`src/rtl/pipe_arith_pkg.sv`:
```
// Shared arithmetic-pipeline types: default operand width, half-width derivation
// and the per-stage valid/enable record used by the pipeline control.
package pipe_arith_pkg;

   localparam int DATA_W_DEF = 16;

   function automatic int halfWidth(input int w);
      return w / 2;
   endfunction

   typedef struct packed {
      logic v1;
      logic v2;
      logic v3;
      logic en1;
      logic en2;
      logic en3;
   } stageCtl_t;

endpackage

```
`src/rtl/pipelined_subtractor_16bit_if.sv`:
```
// Operand/result valid-ready bundle for the pipelined subtractor; the ovf
// result bit exists only when SUB_OVERFLOW_EN is defined.
interface pipelined_subtractor_16bit_if
   import pipe_arith_pkg::*;
#(
   parameter int DATA_W = DATA_W_DEF
) ();

   logic              in_valid;
   logic              in_ready;
   logic [DATA_W-1:0] a;
   logic [DATA_W-1:0] b;
   logic              bIn;
   logic              out_valid;
   logic              out_ready;
   logic [DATA_W-1:0] diff;
   logic              bOut;
   logic              busy;

`ifdef SUB_OVERFLOW_EN
   logic              ovf;

   modport master (
      output in_valid, a, b, bIn, out_ready,
      input  in_ready, out_valid, diff, bOut, busy, ovf
   );

   modport slave (
      input  in_valid, a, b, bIn, out_ready,
      output in_ready, out_valid, diff, bOut, busy, ovf
   );
`else
   modport master (
      output in_valid, a, b, bIn, out_ready,
      input  in_ready, out_valid, diff, bOut, busy
   );

   modport slave (
      input  in_valid, a, b, bIn, out_ready,
      output in_ready, out_valid, diff, bOut, busy
   );
`endif

endinterface

```
`src/rtl/ripple_borrow_sub.sv`:
```
// Combinational W-bit ripple-borrow subtractor: d = x - y - bIn, bOut = borrow out.
// No state, no latency, no handshake.
module ripple_borrow_sub #(
   parameter int W = 8
) (
   input  logic [W-1:0] x,
   input  logic [W-1:0] y,
   input  logic         bIn,
   output logic [W-1:0] d,
   output logic         bOut
);

   logic [W:0] br;

   always_comb begin
      br    = '0;
      d     = '0;
      br[0] = bIn;
      for (int i = 0; i < W; i++) begin
         d[i]    = x[i] ^ y[i] ^ br[i];
         br[i+1] = (~x[i] & y[i]) | (~(x[i] ^ y[i]) & br[i]);
      end
   end

   assign bOut = br[W];

endmodule

```
`src/rtl/pipelined_subtractor_16bit.sv`:
```
// Three-stage a - b - bIn subtractor, 3-edge latency, 1/cycle; per-stage enables collapse
// bubbles and stall upstream only when every stage is full. SUB_OVERFLOW_EN adds signed ovf.
module pipelined_subtractor_16bit
   import pipe_arith_pkg::*;
#(
   parameter int DATA_W = DATA_W_DEF
) (
   input logic                         clk,
   input logic                         rst_n,
   pipelined_subtractor_16bit_if.slave sub
);

   localparam int HALF_W = halfWidth(DATA_W);

   logic              v1, v2, v3;
   logic              en1, en2, en3;
   stageCtl_t         ctl;

   logic [DATA_W-1:0] a1, b1;
   logic              bIn1;

   logic [HALF_W-1:0] dLo2, aHi2, bHi2;
   logic              br2;

   logic [DATA_W-1:0] diff3;
   logic              bOut3;

   logic [HALF_W-1:0] dLoNext, dHiNext;
   logic              brLoNext, brHiNext;

   // Enables chain from the output back so in_ready never looks at in_valid.
   assign en3 = !v3 | sub.out_ready;
   assign en2 = !v2 | en3;
   assign en1 = !v1 | en2;
   assign ctl = '{v1: v1, v2: v2, v3: v3, en1: en1, en2: en2, en3: en3};

   ripple_borrow_sub #(.W(HALF_W)) uLo (
      .x    (a1[HALF_W-1:0]),
      .y    (b1[HALF_W-1:0]),
      .bIn  (bIn1),
      .d    (dLoNext),
      .bOut (brLoNext)
   );

   ripple_borrow_sub #(.W(HALF_W)) uHi (
      .x    (aHi2),
      .y    (bHi2),
      .bIn  (br2),
      .d    (dHiNext),
      .bOut (brHiNext)
   );

   always_ff @(posedge clk or negedge rst_n) begin
      if (!rst_n) begin
         v1   <= 1'b0;
         a1   <= '0;
         b1   <= '0;
         bIn1 <= 1'b0;
      end else if (ctl.en1) begin
         v1 <= sub.in_valid;
         if (sub.in_valid) begin
            a1   <= sub.a;
            b1   <= sub.b;
            bIn1 <= sub.bIn;
         end
      end
   end

   always_ff @(posedge clk or negedge rst_n) begin
      if (!rst_n) begin
         v2   <= 1'b0;
         dLo2 <= '0;
         aHi2 <= '0;
         bHi2 <= '0;
         br2  <= 1'b0;
      end else if (ctl.en2) begin
         v2 <= ctl.v1;
         if (ctl.v1) begin
            dLo2 <= dLoNext;
            aHi2 <= a1[DATA_W-1:HALF_W];
            bHi2 <= b1[DATA_W-1:HALF_W];
            br2  <= brLoNext;
         end
      end
   end

   always_ff @(posedge clk or negedge rst_n) begin
      if (!rst_n) begin
         v3    <= 1'b0;
         diff3 <= '0;
         bOut3 <= 1'b0;
      end else if (ctl.en3) begin
         v3 <= ctl.v2;
         if (ctl.v2) begin
            diff3 <= {dHiNext, dLo2};
            bOut3 <= brHiNext;
         end
      end
   end

`ifdef SUB_OVERFLOW_EN
   logic ovf3;

   // Signed overflow: operand signs differ and the result sign differs from the minuend.
   always_ff @(posedge clk or negedge rst_n) begin
      if (!rst_n) begin
         ovf3 <= 1'b0;
      end else if (ctl.en3 && ctl.v2) begin
         ovf3 <= (aHi2[HALF_W-1] ^ bHi2[HALF_W-1]) & (dHiNext[HALF_W-1] ^ aHi2[HALF_W-1]);
      end
   end

   assign sub.ovf = ovf3;
`endif

   assign sub.in_ready  = ctl.en1;
   assign sub.out_valid = ctl.v3;
   assign sub.diff      = diff3;
   assign sub.bOut      = bOut3;
   assign sub.busy      = ctl.v1 | ctl.v2 | ctl.v3;

endmodule

```
`src/flat_wrapper.sv`:
```
// flat-port wrapper written by rule: the top's interface ports become plain ports
module pipelined_subtractor_16bit_flat import pipe_arith_pkg::*;
#(
   parameter int DATA_W = DATA_W_DEF
)
  (clk, rst_n, sub_in_valid, sub_a, sub_b, sub_bIn, sub_out_ready, sub_in_ready, sub_out_valid, sub_diff, sub_bOut, sub_busy);
  pipelined_subtractor_16bit_if #(.DATA_W(DATA_W)) sub_i ();
  input logic clk;
  input logic rst_n;
  input wire logic [$bits(sub_i.in_valid)-1:0] sub_in_valid;
  input wire logic [$bits(sub_i.a)-1:0] sub_a;
  input wire logic [$bits(sub_i.b)-1:0] sub_b;
  input wire logic [$bits(sub_i.bIn)-1:0] sub_bIn;
  input wire logic [$bits(sub_i.out_ready)-1:0] sub_out_ready;
  output wire logic [$bits(sub_i.in_ready)-1:0] sub_in_ready;
  output wire logic [$bits(sub_i.out_valid)-1:0] sub_out_valid;
  output wire logic [$bits(sub_i.diff)-1:0] sub_diff;
  output wire logic [$bits(sub_i.bOut)-1:0] sub_bOut;
  output wire logic [$bits(sub_i.busy)-1:0] sub_busy;
  assign sub_i.in_valid = sub_in_valid;
  assign sub_i.a = sub_a;
  assign sub_i.b = sub_b;
  assign sub_i.bIn = sub_bIn;
  assign sub_i.out_ready = sub_out_ready;
  assign sub_in_ready = sub_i.in_ready;
  assign sub_out_valid = sub_i.out_valid;
  assign sub_diff = sub_i.diff;
  assign sub_bOut = sub_i.bOut;
  assign sub_busy = sub_i.busy;
  pipelined_subtractor_16bit #(.DATA_W(DATA_W)) u_core (.clk(clk), .rst_n(rst_n), .sub(sub_i));
endmodule
```
`config.mk`:
```
export PLATFORM = sky130hd
export DESIGN_NAME = pipelined_subtractor_16bit_flat
export DESIGN_NICKNAME = d
export VERILOG_FILES = /design/src/rtl/pipe_arith_pkg.sv /design/src/rtl/pipelined_subtractor_16bit_if.sv /design/src/rtl/ripple_borrow_sub.sv /design/src/rtl/pipelined_subtractor_16bit.sv /design/src/flat_wrapper.sv
export SDC_FILE = /design/constraint.sdc
export NUM_CORES = 1
export LEC_CHECK = 0
export ABC_CLOCK_PERIOD_IN_PS = 5000
export CAP_MARGIN = 20
export CORE_MARGIN = 4
export CORE_UTILIZATION = 45
export DETAILED_ROUTE_END_ITERATION = 8
export GPL_ROUTABILITY_DRIVEN = 0
export PLACE_DENSITY_LB_ADDON = 0.05
export RECOVER_POWER = 50
export SLEW_MARGIN = 20
export SYNTH_ARGS = -nofsm -noshare
export SYNTH_HDL_FRONTEND = slang
export SYNTH_SLANG_ARGS = --single-unit
```
`constraint.sdc`:
```
create_clock -name clk -period 5 [get_ports clk]
set_input_delay 0.5 -clock clk [delete_from_list [all_inputs] [get_ports clk]]
set_output_delay 0.5 -clock clk [all_outputs]
set_load 0.01 [all_outputs]
```
==> results.md, run 1 <==
* Antenna violations before repair at 0
* Bufs on Longest Clock Path at 2
* Postcts setup bufs at 0
* Post-detail-place hpwl at 3631 µm
* Syn_area_per_cell at 15.34 µm²
* Setup CP Type: register to register
* Post-cts resize count at 0
* Largest net degree at the start of global routing at 79
* Fill count at 635
* Skew final at 11.37 ps
* Area leader, netlist: dfrtp_1
* CP Capture Type: register
* Post-CTS Hold Fix Bufs at 0
* Most used cell, CP: fa_1
* Storage element area at 1952 µm²
* Placed Cells incl. Taps at 369
* Number of cell rows at 31
* Worst-path clk slew at 80 ps
* Synthesized cell area at 3376 µm²
* Power per cell area at 471.7 nW/µm²
* RSZ-0062 raised after global routing: false
* R2R Setup Slk at 990 ps
* Yosys warning count at 0
* IO Pins at 57
* Flops & latches, synth at 78
* CTS buffer count at 9
* Final wirelength at 5263 µm
* Hold Fails Final Rpt at 0
* LEAKAGE at 0.001891 µW
* FF-to-FF path depth at 12
* Share of layout cells above drive strength 1 at 27.27%
* RR Endpoint: u_core.sub.diff[15]$_DFFE_PN0P_
* Remaining global-route overflow at 0
* Ant diodes at 0
* Synth area leaders: dfrtp_1, mux2_2, fa_1
* Htree depth at 3
* Initial DRT Pass Iterations at 4
* Yosys top cell area share at 57.82%
* Slowest stage cell, crit path: fa_1
* Area growth syn-to-layout at 23.87%
* Yosys cell types at 13
* Top cells by count, synth: dfrtp_1, mux2_2, inv_1
* Total number of vias at 1776
* Worst vdd ir at 0.1784 mV
* Slew Viols, Final at 0
* Core area at 7253 µm²
* First DRT Iteration DRCs at 65
* Synth Flop Type: dfrtp_1
* Fmax at 249.5 MHz
* Critical path peak fanout at 2
* Seq/Total Area, Yosys at 57.82%
* WL/cell at 13.67 µm
* Ys async rst share at 100.0%
* Most common cell in the netlist: dfrtp_1
* Crit path time final at 4009 ps
* Total global-route track usage at 13.48%
* Status: completed
* Arrival @ worst endpoint at 4230 ps
* Crit-path max cell delay at 440 ps
* # setup viols final at 0
* Initial Util at 46.54%
* Post-DRT Antenna Nets at 0
* CTS tree: yes
* Vias per Instance at 4.613
* Die span in y at 94.61 µm
* Port bufs at 56
* Multi-input gate area at 1216 µm²
* DRC at 0
* Vias in the first global route at 1922
* Die ar. at 8951 µm²
* # clock sinks at 78
* RR Startpoint: u_core.br2$_DFFE_PN0P_
* Number of synthesized flops with an enable pin at 0
* Clock latency on the worst-skew pair at 330 ps
* Place WS at 995.4 ps
* Synthesized Nets at 273
* Period utilization at 80.17%
* MaxCap Viol Count at 0
* Die width at 94.61 µm
* Syn Inst Count at 220
* Req. time, crit path at 5230 ps
* Post-layout net count at 334
* Worst path cell trace: inv_1 > fa_1 > inv_1 > fa_1 > fa_1 > fa_1 > fa_1 > fa_1 > fa_1 > inv_1 > fa_1 > mux2_2
* HP Class: input pin to asynchronous set/reset pin
* Setup TNS at 0 ps
* Worst-Margin Slew at 958.3 ps
* Non-filler cells, final at 385
* Worst Setup Start Kind: register
* Worst Slack Setup Final at 991.4 ps
* Slew Limit Headroom at 36.11%
* First-pass GRT wire length at 9135 µm
* Root Buffer: clkbuf_8
report_power, final:
group	switching, µW	leakage, µW	internal [µW]
registers	101	0.000906	817
clock network	223	0.0000955	245
logic	238	0.000890	349
cells by family after synthesis:
kind of cell | share of synthesized area, %
flops | 57.82
fa+ha+maj | 9.489
buf+inv | 5.893
simple gates | 2.298
mux | 24.50
stage by stage:
step	instance area [µm²]	hold slack [ps]	power (µW)	util, %
4_1_cts	4190	349.1	2019	57.77
6_report	4182	306.2	1973	57.65
5_1_grt	4182	387.4	2126	57.65
3_3_place_gp	3990	484.5	1528	55.01
2_1_floorplan	3376	204.4	1274	-
3_5_place_dp	3990	491.7	1548	55.01
worst max path at each step:
stage                                       from                               to  cells past startpoint
after detailed placement  u_core.br2$_DFFE_PN0P_  u_core.sub.diff[15]$_DFFE_PN0P_                     12
final                     u_core.br2$_DFFE_PN0P_  u_core.sub.diff[15]$_DFFE_PN0P_                     12
after CTS                 u_core.br2$_DFFE_PN0P_  u_core.sub.diff[15]$_DFFE_PN0P_                     12
after floorplan           u_core.br2$_DFFE_PN0P_  u_core.sub.diff[15]$_DFFE_PN0P_                     12
after global placement    u_core.br2$_DFFE_PN0P_  u_core.sub.diff[15]$_DFFE_PN0P_                     12
after global routing      u_core.br2$_DFFE_PN0P_  u_core.sub.diff[15]$_DFFE_PN0P_                     12
state kept, by name (all words and copies together) (netlist names), 8 cells and up:
signal,count
u_core.aHi2,8
u_core.sub.diff,16
u_core.bHi2,8
u_core.a1,16
u_core.dLo2,8
u_core.b1,16
metal layers:
metal / global-route usage (%) / routed length (µm) / part of all wire, %
met1: 17.81 / 2335 / 44
met2: 21.26 / 2604 / 49
met3: 2.789 / 243 / 4.6
met4: 6.490 / 79 / 1.5
met5: 0 / 0 / 0
critical path: cells and delay by family (launching register included):
kind / cells / cell delay (ps)
adders and majority gates: 8 / 3060
muxes: 1 / 260
DFF: 1 / 360
buffers and inverters: 3 / 210
layout make-up:
| type | count | share of cell area, % |
|---|---|---|
| Clock buffer | 11 | 3.381 |
| Clock inverter | 5 | 1.406 |
| Inverter | 35 | 3.142 |
| Multi-Input combinational cell | 101 | 29.08 |
| Sequential cell | 78 | 46.68 |
| Tap cell | 99 | 2.962 |
| Timing Repair Buffer | 56 | 13.35 |
layout by cell type (no fill, tap or decap), drive strengths merged:
cell	count
clkinv	2
mux2i	14
nand2b	4
clkdlybuf4s50	50
nand3b	1
clkinvlp	2
clkbuf	11
dfrtp	78
dlygate4sd3	5
fa	16
mux2	61
nand2	3
inv	35
or3	1
buf	1
bufinv	1
nand4b	1
Note: power is estimated with default switching activity, not from simulation.
==> inputs of run 2 (changes only) <==
- ABC_CLOCK_PERIOD_IN_PS: 5000 -> 4000
- clock period: 5 -> 4 ns (I/O delays scaled with it)
==> results.md, run 2 (synthesis gave the netlist of run 1 again) <==
* Status: finished, violations left
* Violated checks: max-capacitance violations, max-slew violations
* CP Capture Type: register
* MaxCap Viol Count at 2
* Core area at 7253 µm²
* Vias per Instance at 4.633
* Fill count at 627
* Skew final at 8.204 ps
* Most common cell after layout, fill and taps aside: dfrtp_1
* First DRT Iteration DRCs at 57
* Share of layout cells above drive strength 1 at 29.86%
* Power per cell area at 581.4 nW/µm²
* Bufs on Longest Clock Path at 2
* Total number of vias at 1793
* Pwr Total at 2430 µW
* Crit path from: u_core.br2$_DFFE_PN0P_
* Non-filler cells, final at 387
* Period utilization at 95.58%
* Arrival @ worst endpoint at 4050 ps
* Clock latency on the worst-skew pair at 340 ps
* Worst-path clk slew at 80 ps
* Antenna violations before repair at 0
* Initial DRT Pass Iterations at 4
* Post-CTS Hold Fix Bufs at 0
* LEAKAGE at 0.001883 µW
* Hold Fails Final Rpt at 0
* Cell internal pwr at 1709 µW
* Worst vdd ir at 0.2944 mV
* CTS tree: yes
* Slew Viols, Final at 81
* CTS buffer count at 9
* Initial Util at 46.54%
* Total global-route track usage at 14.57%
* First-pass GRT wire length at 9735 µm
* Port bufs at 56
* Htree depth at 3
* Critical path peak fanout at 2
* Clk pwr share at 20.5%
* DRC at 0
* Worst Setup Start Kind: register
* WL/cell at 14.11 µm
* Combinational Power Share at 32.0%
* Ant diodes at 0
* Sequential Power Share at 47.5%
* Most frequent cells in the layout: dfrtp_1, mux2_2, clkdlybuf4s50_1
* Post-DRT Antenna Nets at 0
* # clock sinks at 78
* Req. time, crit path at 4230 ps
* HP Start: u_core.b1[15]$_DFFE_PN0P_
* Area growth syn-to-layout at 23.80%
* Placed Cells incl. Taps at 370
* R2R Setup Slk at 180 ps
* Multi-input gate area at 1231 µm²
* Storage element area at 1952 µm²
* Final wirelength at 5461 µm
* Number of cell rows at 31
* Die ar. at 8951 µm²
* Die width at 94.61 µm
* Vias in the first global route at 1995
* Post-layout net count at 336
* Net Sw Power at 720.2 µW
* Setup CP Type: register to register
* Crit path time final at 3823 ps
* Remaining global-route overflow at 0
* Postcts setup bufs at 0
* Root Buffer: clkbuf_8
* # setup viols final at 0
* Fin Hold WS at 504.2 ps
* RSZ-0062 raised after global routing: false
* Die span in y at 94.61 µm
* IO Pins at 57
* Worst-Margin Slew at 1902 ps
* Post-detail-place hpwl at 3717 µm
* Sw Share at 29.64%
* Largest net degree at the start of global routing at 79
* Fmax at 261.6 MHz
* RR Startpoint: u_core.br2$_DFFE_PN0P_
* HP Class: register to register
* Slew Limit Headroom at -26.81%
-- run 2: cell count changes in the layout (fill, tap and decap cells not counted), moves of 2 or more --
| cell | previous run | this run |
|---|---|---|
| inv_2 | 0 | 2 |
| fa_1 | 16 | 9 |
| fa_2 | 0 | 7 |
| clkinv_2 | 1 | 3 |
| dlygate4sd3_1 | 5 | 1 |
| clkdlybuf4s50_1 | 50 | 54 |
| inv_1 | 35 | 33 |
-- run 2: final cells by class --
cell class,count,area share (%)
timing repair buffer,58,13.74
multi-input combinational,101,29.46
sequential,78,46.71
clock inverter,6,0.9281
clock buffer,10,3.054
tap,99,2.964
inverter,35,3.144
-- run 2: path summary, 6_finish.rpt --
check / cells after the start / endpoint
max: 12 / u_core.sub.diff[15]$_DFFE_PN0P_
min: 1 / u_core.b1[15]$_DFFE_PN0P_
max reg2reg: 12 / u_core.sub.diff[15]$_DFFE_PN0P_
min reg2reg: 1 / u_core.b1[15]$_DFFE_PN0P_
max in group asynchronous: 2 / u_core.aHi2[0]$_DFFE_PN0P_
min in group asynchronous: 1 / u_core.sub.diff[2]$_DFFE_PN0P_
-- run 2: power groups by stage --
stage               Combinational, µW  Sequential, µW  Clock, µW
finish                            778            1150        499
detailed placement                780            1170          0
global placement                  753            1170          0
floorplan                         412            1180          0
CTS                               787            1160        525
global route                      882            1190        562
-- run 2: critical path, stage by stage (launching register included) --
cell     delay [ps]
dfrtp_1         380
inv_2            70
fa_2            190
inv_1            60
fa_2            390
fa_2            380
fa_2            400
fa_2            390
fa_2            340
fa_1            360
inv_1            70
fa_1            410
mux2_2          280
-- run 2: what timing repair did --
| action | CTS | global route |
|---|---|---|
| endpoints found under the hold margin | 0 | 0 |
| resized for setup | 3 | 6 |
| pin swaps | 0 | 3 |
| setup endpoints to repair | 1 | 2 |
-- run 2: per-stage QoR --
step	worst slack, ps	setup TNS [ps]	util (%)	instance area [µm²]
5_1_grt	33.79	0	57.62	4179
4_1_cts	60.27	0	57.51	4172
3_3_place_gp	23.51	0	55.11	3998
6_report	176.8	0	57.62	4179
3_5_place_dp	-122.5	-122.5	55.11	3998
2_1_floorplan	159.5	0	-	3376
-- run 2: metal layers --
layer  wire length, µm  vias to the layer above  part of all wire [%]  global-route usage [%]
li1                  -                      839                     -                       -
met1              2305                      908                    42                   18.43
met2              2774                       38                    51                   23.25
met3               291                        8                   5.3                   4.940
met4                89                        0                   1.6                   5.409
met5                 0                        -                     0                       0
==> inputs of run 3 (changes only) <==
- ABC_AREA: unset -> 1
- CELL_PAD_IN_SITES_DETAIL_PLACEMENT: unset -> 2
- CELL_PAD_IN_SITES_GLOBAL_PLACEMENT: unset -> 2
- CORE_UTILIZATION: 45 -> 33
==> results.md, run 3 <==
* Worst Setup Start Kind: register
* Combinational Power Share at 31.5%
* Ys async rst share at 100.0%
* Final wirelength at 8263 µm
* LEAKAGE at 0.002153 µW
* Synthesized Nets at 414
* Clock latency on the worst-skew pair at 360 ps
* Die width at 110.0 µm
* Slew Limit Headroom at 9.169%
* WL/cell at 15.00 µm
* Synthesized cell area at 3431 µm²
* RR Startpoint: u_core.bIn1$_DFFE_PN0P_
* Setup TNS at 0 ps
* Post-detail-place hpwl at 5746 µm
* Post-layout net count at 466
* Number of cell rows at 36
* # setup viols final at 0
* Initial DRT Pass Iterations at 4
* Initial Util at 34.46%
* Syn_area_per_cell at 9.504 µm²
* Top cells by count, synth: nand2_1, dfrtp_1, nand3_1
* Largest net degree at the start of global routing at 79
* DRC at 0
* Power per cell area at 651.8 nW/µm²
* First DRT Iteration DRCs at 98
* Critical path destination: u_core.dLo2[7]$_DFFE_PN0P_
* Flops & latches, synth at 78
* Antenna violations before repair at 0
* Period utilization at 94.33%
* Total global-route track usage at 15.88%
* Core area at 9955 µm²
* Area growth syn-to-layout at 26.22%
* Yosys top cell area share at 56.89%
* Total number of vias at 2581
* Number of synthesized flops with an enable pin at 0
* Vias per Instance at 4.684
* Hold Fails Final Rpt at 0
* Skew final at 8.234 ps
* Die span in y at 110.0 µm
* Share of layout cells above drive strength 1 at 6.220%
* Vias in the first global route at 2787
* Worst vdd ir at 0.1833 mV
* Most frequent cells in the layout: nand2_1, dfrtp_1, nand3_1
* Worst-Margin Slew at 1362 ps
* Seq/Total Area, Yosys at 56.89%
* CTS buffer count at 9
* Place WS at 98.93 ps
* Remaining global-route overflow at 0
* Slew Viols, Final at 0
* First-pass GRT wire length at 14390 µm
* Worst-path clk slew at 80 ps
* Root Buffer: clkbuf_8
* RR Endpoint: u_core.dLo2[7]$_DFFE_PN0P_
* Synth area leaders: dfrtp_1, nand2_1, fa_1
* Post-DRT Antenna Nets at 0
* HP Class: register to register
* Status: completed
* Fmax at 265.0 MHz
* Placed Cells incl. Taps at 533
* RSZ-0062 raised after global routing: false
* Port bufs at 56
* Area leader, netlist: dfrtp_1
* Critical path peak fanout at 2
* Final design area excluding fillers at 4330 µm²
* MaxCap Viol Count at 0
* Fin Hold WS at 468.6 ps
* Crit path from: u_core.bIn1$_DFFE_PN0P_
* Fill count at 1104
* # clock sinks at 78
* Ant diodes at 0
* Setup CP Type: register to register
* Most common cell in the netlist: nand2_1
* Yosys warning count at 0
* Clk pwr share at 25.7%
* Arrival @ worst endpoint at 4020 ps
* Crit path time final at 3773 ps
* Most common cell after layout, fill and taps aside: nand2_1
* Bufs on Longest Clock Path at 2
* CTS tree: yes
* Htree depth at 3
* Dpl cell area at 4065 µm²
* FF-to-FF path depth at 13
* Synth Flop Type: dfrtp_1
* Cell internal pwr at 1878 µW
* Die ar. at 12090 µm²
* CP Capture Type: register
* R2R Setup Slk at 230 ps
* Req. time, crit path at 4250 ps
* Yosys cell types at 15
* Non-filler cells, final at 551
* Sequential Power Share at 42.8%
* Syn Inst Count at 361
* Worst Slack Setup Final at 226.7 ps
* IO Pins at 57
* Net Sw Power at 944.5 µW
* Sw Share at 33.46%
* HP Start: u_core.sub.diff[0]$_DFFE_PN0P_
run 3: metrics by stage:
| step | power [µW] | util [%] |
|---|---|---|
| after global routing | 3089 | 43.50 |
| after floorplan | 1709 | - |
| after detailed placement | 2159 | 40.84 |
| after global placement | 2104 | 40.84 |
| final | 2823 | 43.50 |
| after CTS | 2899 | 43.31 |
run 3: critical path: stages (launching register included):
cell	delay, ps
dfrtp_1	400
inv_1	100
fa_1	180
inv_1	50
fa_1	370
fa_1	390
fa_1	400
fa_2	360
fa_1	400
fa_1	370
inv_1	70
fa_1	410
nand3_1	90
nand2_1	60
run 3: final cells by class:
type | instances | area [µm²] | area share [%]
Multi-Input combinational cell | 238 | 1276 | 29.47
Tap cell | 133 | 166.4 | 3.843
Sequential cell | 78 | 1952 | 45.07
Clock inverter | 6 | 108.9 | 2.514
Inverter | 24 | 90.09 | 2.080
Clock buffer | 10 | 137.6 | 3.178
Timing Repair Buffer | 62 | 599.3 | 13.84
run 3: power by group through the flow:
stage | combinational [µW] | clock (µW) | sequential (µW)
floorplan | 496 | 0 | 1210
global placement | 891 | 0 | 1210
detailed placement | 928 | 0 | 1230
CTS | 931 | 750 | 1220
global route | 1050 | 793 | 1250
finish | 889 | 725 | 1210
run 3: worst min-delay path by stage:
stage	to	cells after the start
after floorplan	u_core.a1[0]$_DFFE_PN0P_	0
after global placement	u_core.sub.diff[3]$_DFFE_PN0P_	2
after detailed placement	u_core.b1[8]$_DFFE_PN0P_	2
after CTS	u_core.sub.diff[3]$_DFFE_PN0P_	1
after global routing	u_core.sub.diff[3]$_DFFE_PN0P_	2
final	u_core.sub.diff[0]$_DFFE_PN0P_	2
run 3: cell families (layout without fill, tap and decap cells):
family | Yosys count | after routing | synth area share (%)
AND/OR/NAND/NOR | 208 | 208 | 25.60
flip-flops | 78 | 78 | 56.89
buffers and inverters | 45 | 102 | 6.127
adder cells (fa/ha/maj) | 16 | 16 | 9.336
AO/OA/AOI/OAI | 14 | 14 | 2.042
run 3: repair_timing:
item | in CTS | in global routing
resized for setup | 0 | 3
hold buffers | 0 | 1
hold endpoints to repair | 0 | 22
endpoints found under the setup margin | 0 | 2
setup buffers | 0 | 0
run 3: per-layer routing:
layer / vias up / global-route usage [%] / share of wire [%]
li1: 1236 / - / -
met4: 0 / 6.946 / 2.0
met5: - / 0 / 0
met1: 1280 / 21.51 / 49
met3: 10 / 3.817 / 4.5
met2: 55 / 24.18 / 44
